File: src/rtl/ece593w26_div.sv
// Sequential unsigned restoring divider: 2*WIDTH-bit dividend / WIDTH-bit divisor,
// one quotient bit per cycle, with start/busy/done handshake and dz/ovf flags.
module ece593w26_div #(
  parameter int WIDTH = 8
) (
  input  logic                 clk,
  input  logic                 rst,
  input  logic                 start,
  input  logic [2*WIDTH-1:0]   n,
  input  logic [WIDTH-1:0]     d,
  output logic                 busy,
  output logic                 done,
  output logic [WIDTH-1:0]     q,
  output logic [WIDTH-1:0]     r,
  output logic                 dz,
  output logic                 ovf,
  output logic [1:0]           state_dbg
);

  localparam int CW = $clog2(WIDTH + 1);

  // Handshake: start is accepted only when busy=0 (IDLE); done pulses for one
  // cycle with q/r/dz/ovf valid, and busy stays high through that DONE cycle.
  typedef enum logic [1:0] {
    S_IDLE = 2'd0,
    S_RUN  = 2'd1,
    S_DONE = 2'd2
  } state_t;

  state_t           state_q, state_d;
  logic [WIDTH:0]   p_q, p_d;
  logic [WIDTH-1:0] acc_q, acc_d;
  logic [WIDTH-1:0] dsr_q, dsr_d;
  logic [CW-1:0]    cnt_q, cnt_d;
  logic [WIDTH-1:0] q_q, q_d;
  logic [WIDTH-1:0] r_q, r_d;
  logic             dz_q, dz_d;
  logic             ovf_q, ovf_d;
  logic             busy_q, busy_d;
  logic             done_q, done_d;

  logic [WIDTH:0]   p_sh;
  logic [WIDTH-1:0] acc_sh;

  always_comb begin
    state_d = state_q;
    p_d     = p_q;
    acc_d   = acc_q;
    dsr_d   = dsr_q;
    cnt_d   = cnt_q;
    q_d     = q_q;
    r_d     = r_q;
    dz_d    = dz_q;
    ovf_d   = ovf_q;
    p_sh    = {p_q[WIDTH-1:0], acc_q[WIDTH-1]};
    acc_sh  = {acc_q[WIDTH-2:0], 1'b0};

    case (state_q)
      S_IDLE: begin
        if (start) begin
          if (d == '0) begin
            dz_d    = 1'b1;
            ovf_d   = 1'b0;
            q_d     = '1;
            r_d     = n[WIDTH-1:0];
            state_d = S_DONE;
          end else if (n[2*WIDTH-1:WIDTH] >= d) begin
            dz_d    = 1'b0;
            ovf_d   = 1'b1;
            q_d     = '1;
            r_d     = '0;
            state_d = S_DONE;
          end else begin
            p_d     = {1'b0, n[2*WIDTH-1:WIDTH]};
            acc_d   = n[WIDTH-1:0];
            dsr_d   = d;
            cnt_d   = CW'(WIDTH);
            state_d = S_RUN;
          end
        end
      end
      S_RUN: begin
        if (p_sh >= {1'b0, dsr_q}) begin
          p_sh      = p_sh - {1'b0, dsr_q};
          acc_sh[0] = 1'b1;
        end
        p_d   = p_sh;
        acc_d = acc_sh;
        cnt_d = cnt_q - CW'(1);
        if (cnt_q == CW'(1)) begin
          // Flags are cleared here rather than at accept so visible outputs
          // only ever change on entry to DONE.
          q_d     = acc_sh;
          r_d     = p_sh[WIDTH-1:0];
          dz_d    = 1'b0;
          ovf_d   = 1'b0;
          state_d = S_DONE;
        end
      end
      S_DONE:  state_d = S_IDLE;
      default: state_d = S_IDLE;
    endcase

    busy_d = (state_d != S_IDLE);
    done_d = (state_d == S_DONE);
  end

  always_ff @(posedge clk) begin
    if (rst) begin
      state_q <= S_IDLE;
      p_q     <= '0;
      acc_q   <= '0;
      dsr_q   <= '0;
      cnt_q   <= '0;
      q_q     <= '0;
      r_q     <= '0;
      dz_q    <= 1'b0;
      ovf_q   <= 1'b0;
      busy_q  <= 1'b0;
      done_q  <= 1'b0;
    end else begin
      state_q <= state_d;
      p_q     <= p_d;
      acc_q   <= acc_d;
      dsr_q   <= dsr_d;
      cnt_q   <= cnt_d;
      q_q     <= q_d;
      r_q     <= r_d;
      dz_q    <= dz_d;
      ovf_q   <= ovf_d;
      busy_q  <= busy_d;
      done_q  <= done_d;
    end
  end

  assign busy      = busy_q;
  assign done      = done_q;
  assign q         = q_q;
  assign r         = r_q;
  assign dz        = dz_q;
  assign ovf       = ovf_q;
  assign state_dbg = state_q;

endmodule
File: config.mk
export PLATFORM = sky130hd
export DESIGN_NAME = ece593w26_div
export DESIGN_NICKNAME = d
export VERILOG_FILES = /design/src/rtl/ece593w26_div.sv
export SDC_FILE = /design/constraint.sdc
export NUM_CORES = 1
export LEC_CHECK = 0
export CAP_MARGIN = 10
export CORE_MARGIN = 4
export CORE_UTILIZATION = 25
export DETAILED_ROUTE_END_ITERATION = 7
export PLACE_DENSITY = 0.46
export SLEW_MARGIN = 10
export SYNTH_ARGS = -nofsm -noshare
export SYNTH_HDL_FRONTEND = slang
export SYNTH_SLANG_ARGS = --single-unit
File: constraint.sdc
create_clock -name clk -period 2.4 [get_ports clk]
set_input_delay 0.48 -clock clk [delete_from_list [all_inputs] [get_ports clk]]
set_output_delay 0.48 -clock clk [all_outputs]
set_load 0.02 [all_outputs]
* Yosys cells after proc, flatten, opt, wreduce, memory -nomap -nowiden
Cells that the tools add are included.
Storage, ports and cells: input port bits 27, output and inout port bits 22, register bits 50, logic and storage cells 70
Operators by class: muxes and demuxes 38, equality and inequality tests 8, bitwise gates (word level) 2, magnitude comparators 2, reduce and logical (&&, ||, !) cells 7, $add $sub $neg 2
Operator list (number):
- 2-to-1 mux 8 bit | 15
- one-hot mux 8 bit (2 select lines) | 4
- 2-to-1 mux 4 bit | 3
- AND reduction 4 bit | 3
- greater-or-equal comparator 9 x 8 -> 1 bit | 1
- greater-or-equal comparator 8 bit | 1
- logical NOT 8 bit | 1
- 2-to-1 mux 1 bit | 8
- 2-to-1 mux 2 bit | 4
- != test 2 bit (second input constant) | 4
- one-hot mux 4 bit (2 select lines) | 1
- subtractor 8 bit | 1
- == test 4 x 1 -> 1 bit (second input constant) | 1
- one-hot mux 1 bit (2 select lines) | 2
- one-hot mux 2 bit (2 select lines) | 1
- nonzero test 2 bit | 2
- subtractor 4 x 1 -> 4 bit (second input constant) | 1
- != test 3 bit (second input constant) | 1
- == test 2 x 1 -> 1 bit (second input constant) | 1
- == test 2 bit (second input constant) | 1
- logical NOT 2 bit | 1
- inverter 1 bit | 2

* Logic depth before layout (Yosys ltp)
depth after elaboration 6, gate-level depth with buffers 10, gate-level depth less buffers 9

* Least setup slack after synthesis
OpenSTA, ideal clock, no wires.
kind input -> register, from in n[8], to reg dsr_q[5], setup slack 0.129 ns, data required time 2.268 ns, stages 10, arrival 2.139 ns, buffers on the path 2, library setup time 0.132 ns, cell sequence inv_1 -> ha_1 -> nand2b_4 -> a2111oi_4 -> o2111ai_2 -> or2_1 -> buf_2 -> buf_6 -> nand2_1 -> a21oi_1
On the way: longest elaborated chain between the ends 3
RTL lines:
- start, declared | line 9 | input logic [2*WIDTH-1:0] n,
- greater-or-equal comparator 8 bit | line 67 | end else if (n[2*WIDTH-1:WIDTH] >= d) begin
- inverter 1 bit (no line)
- AND reduction 4 bit (no line)
- end signal, assigned | line 125 | dsr_q <= dsr_d;
- end, declared | line 33 | logic [WIDTH-1:0] dsr_q, dsr_d;
No other way between the ends. A chain may end at the register's enable or synchronous reset.

* Worst setup path in the final report
from reg dsr_q[6], to reg r_q[3] (netlist: r[3])
On the way: longest elaborated chain between the ends 4
RTL lines:
- greater-or-equal comparator 9 x 8 -> 1 bit | line 83 | if (p_sh >= {1'b0, dsr_q}) begin
- 2-to-1 mux 8 bit | line 83
- 2-to-1 mux 8 bit | line 90 | if (cnt_q == CW'(1)) begin
- one-hot mux 8 bit (2 select lines) | line 58 | case (state_q)
- end signal, assigned | line 128 | r_q <= r_d;
- end, declared | line 36 | logic [WIDTH-1:0] r_q, r_d;
No other way between the ends. The select of a mux whose other input is x is not followed.

==> key figures <==
Synth
  – Synth Warn #: 0
  – #FFs+latches synth: 50
  – Largest cells by area after synthesis: dfxtp_1 36%, ha_1 8.1%, a21oi_1 4.8%
  – Area of the mapped netlist: 2800 sq um
  – Number of synthesized flops with an enable pin: 0
  – FFs w/ async S/R, synth: 0%
  – Synth top area share: 35.8%
  – Top cells by count, synth: 50 x dfxtp_1, 34 x nand2_1, 32 x nor2_1
  – Mean Syn Cell Area: 8.56 sq um
  – Post-synth top area cell: dfxtp_1
  – Mapped Cells: 327
  – Syn Nets: 373
  – Share of the yosys chip area belonging to registers: 35.8%
  – Main flop type after synthesis: dfxtp_1
  – Most frequent cell after synthesis: dfxtp_1
  – Library cells used by synthesis: 56

Setup path
  – CP Launch Type: flip-flop
  – Critical path peak fanout: 15
  – Crit. End Element: flip-flop
  – Crit-path slowest cell: ha_1
  – WP data required: 2.59 ns
  – CP arrival: 2.43 ns
  – Max incr delay on CP: 0.39 ns
  – WP buf/inv: 2
  – Top delay family on crit path: compound AO/OA/AOI/OAI gates
  – Critical path class: flip-flop to flip-flop
  – Crit-path cells: inv_1, ha_1, and4_1, nand2_1, o221ai_2, buf_12, mux2i_1, a2bb2oi_1, a211oi_1

Detailed routing
  – WL final: 8.39 mm
  – Drt pass-1 iters: 4
  – Final ANT Viol Nets: 0
  – DR vias: 2587
  – # DRC: 0
  – WL per Instance: 15.2 um
  – Via-per-instance ratio: 4.70
  – Initial DRC count: 105

Place
  – Dpl ws: -0.559 ns
  – GPL Wtd Cong: 0.814
  – Post-Place Cells: 535
  – Dpl hpwl: 6.14 mm
  – I/O Buffers: 48

Floorplanning
  – Starting Density: 25.7%
  – Cell Rows: 38
  – Die Span X: 114 um
  – Top-Level Pins: 49
  – DIE AREA: 12900 sq um
  – Die span in y: 114 um
  – Core Area: 10900 sq um

GRT
  – Met3 Resource Use GR: 2.44%
  – Grt ovf: 0
  – GRT busiest layer: met2
  – First-pass GRT wire length: 13.2 mm
  – Total GRT Usage: 12.7%
  – GR Layer Usage met2: 20.3%
  – Met1 usage: 17.7%
  – Vias in the first global route: 2569
  – Initial antenna violation count: 0
  – Pin count of the biggest net entering global routing: 51

Clock tree
  – CTS H-tree lvls: 2
  – Max Buffers Root-to-Sink: 2
  – Clock latency on the worst-skew pair: 0.31 ns
  – Clock Sinks: 50
  – Num CTS Buffers: 5
  – TritonCTS clock tree: built
  – Root Buffer: clkbuf_8
  – Hold_buf cts: 0
  – Clock-pin slew on the worst setup and hold paths: 0.10 ns

STA
  – Final Hold Fails: 0
  – Final setup margin: 0.157 ns
  – Measured slew at the worst slew-check pin: 0.883 ns
  – Final setup violating endpoints: 0
  – Min Tclk post-route: 2.24 ns
  – Count of final max-slew check failures: 0
  – Slew headroom: 41.0%
  – Final period util: 93.4%
  – Clk_skew: 0.00478 ns
  – Fmax: 0.446 GHz
  – RSZ-0062 raised after global routing: no
  – Worst hold slack: 0.463 ns

Power and ir drop
  – Static leakage: 1.65 nW
  – VDD IR-drop max: 0.313 mV
  – Power, Total: 2.74 mW
  – Power per Cell Area: 685 nW/um^2

Run
  – MaxCap Viol Count: 0

Layout
  – Net count, final: 456
  – Ant diodes: 0
  – Cell Count, Final, Fillers Out: 551
  – Layout cells sized above 1: 22.1%
  – Fillers: 1136
  – Area growth from synthesis to layout: 43.0%

Outcome
  – Status: finished, final reports clean

Min path
  – Hold/Removal Path Class: flip-flop to flip-flop
==> metrics by stage <==
stage                     setup TNS [ns]  instance area, sq um  util (%)
final                                  0                  4000      36.8
after global routing                   0                  4000      36.8
after CTS                              0                  3870      35.5
after detailed placement          -21.66                  3690      33.9
after global placement            -20.79                  3690      33.9
after floorplan                        0                  2800         -
==> cell type report <==
cell class / instances / area (sq um) / share of cell area (%)
multi-input cells: 235 / 1720 / 43.1
flip-flops and latches: 50 / 1000 / 25.0
repair buffers: 93 / 906 / 22.6
well taps: 140 / 175 / 4.38
inverters: 25 / 93.8 / 2.35
clock buffers: 6 / 82.6 / 2.06
clock inverters: 2 / 17.5 / 0.438
==> worst min-delay path: stages (launching register included) <==
cell and delay (ns):
dfxtp_1 0.32, nand2_1 0.05, a21oi_1 0.05
==> final timing paths <==
path	from	end	slack, ns	cells after the start
hold reg to reg	dsr_q[4]$_SDFFE_PP0P_	dsr_q[4]$_SDFFE_PP0P_	0.46	2
hold / removal	dsr_q[4]$_SDFFE_PP0P_	dsr_q[4]$_SDFFE_PP0P_	0.46	2
setup / recovery	dsr_q[6]$_SDFFE_PP0P_	r[3]$_SDFFE_PP0P_	0.16	9
setup reg to reg	dsr_q[6]$_SDFFE_PP0P_	r[3]$_SDFFE_PP0P_	0.16	9
==> timing repair <==
item / CTS / global route
setup endpoints to repair: 45 / 43
gates cloned: 0 / 1
resized for setup: 12 / 34
buffers inserted: 2 / 5
pin swaps: 7 / 11
==> report_power, final <==
group / switching [mW] / total (mW) / internal, mW
Combinational: 0.597 / 1.18 / 0.586
Sequential: 0.0743 / 1.01 / 0.933
Clock: 0.313 / 0.551 / 0.238
Total: 0.985 / 2.74 / 1.76
==> layout by cell type, fill, tap and decap left out, types with 11 or more instances in the layout <==
cell type and instances:
nand2_1 34, inv_1 20, a211oi_1 12, a21oi_1 27
dlymetal6s2s_1 12, o21ai_0 14, nor2_1 32, dfxtp_1 49
clkdlybuf4s50_1 33, ha_1 11, buf_4 37
==> registers in the layout, summed over array words and instances (netlist names) <==
signal,count
ovf,1
p_q,8
state_dbg,2
r,8
acc_q,8
q,8
busy,1
dz,1
done,1
cnt_q,4
dsr_q,8
==> metal layers <==
metal	wire length, um	up-vias
met2	3710	40
met5	0	-
met4	147	0
li1	-	1327
met3	312	10
met1	4230	1210
==> kinds of logic (layout without fill, tap and decap cells) <==
logic type / Yosys count / count (layout) / synth area share [%]
AND/OR/NAND/NOR: 101 / 101 / 18.1
XOR/XNOR: 5 / 5 / 1.57
flip-flops: 50 / 50 / 35.8
multiplexers: 10 / 10 / 3.76
adder cells (fa/ha/maj): 19 / 19 / 8.77
AO/OA/AOI/OAI: 99 / 100 / 25.3
buffers and inverters: 43 / 126 / 6.80
(Power assumes the default switching activity.)
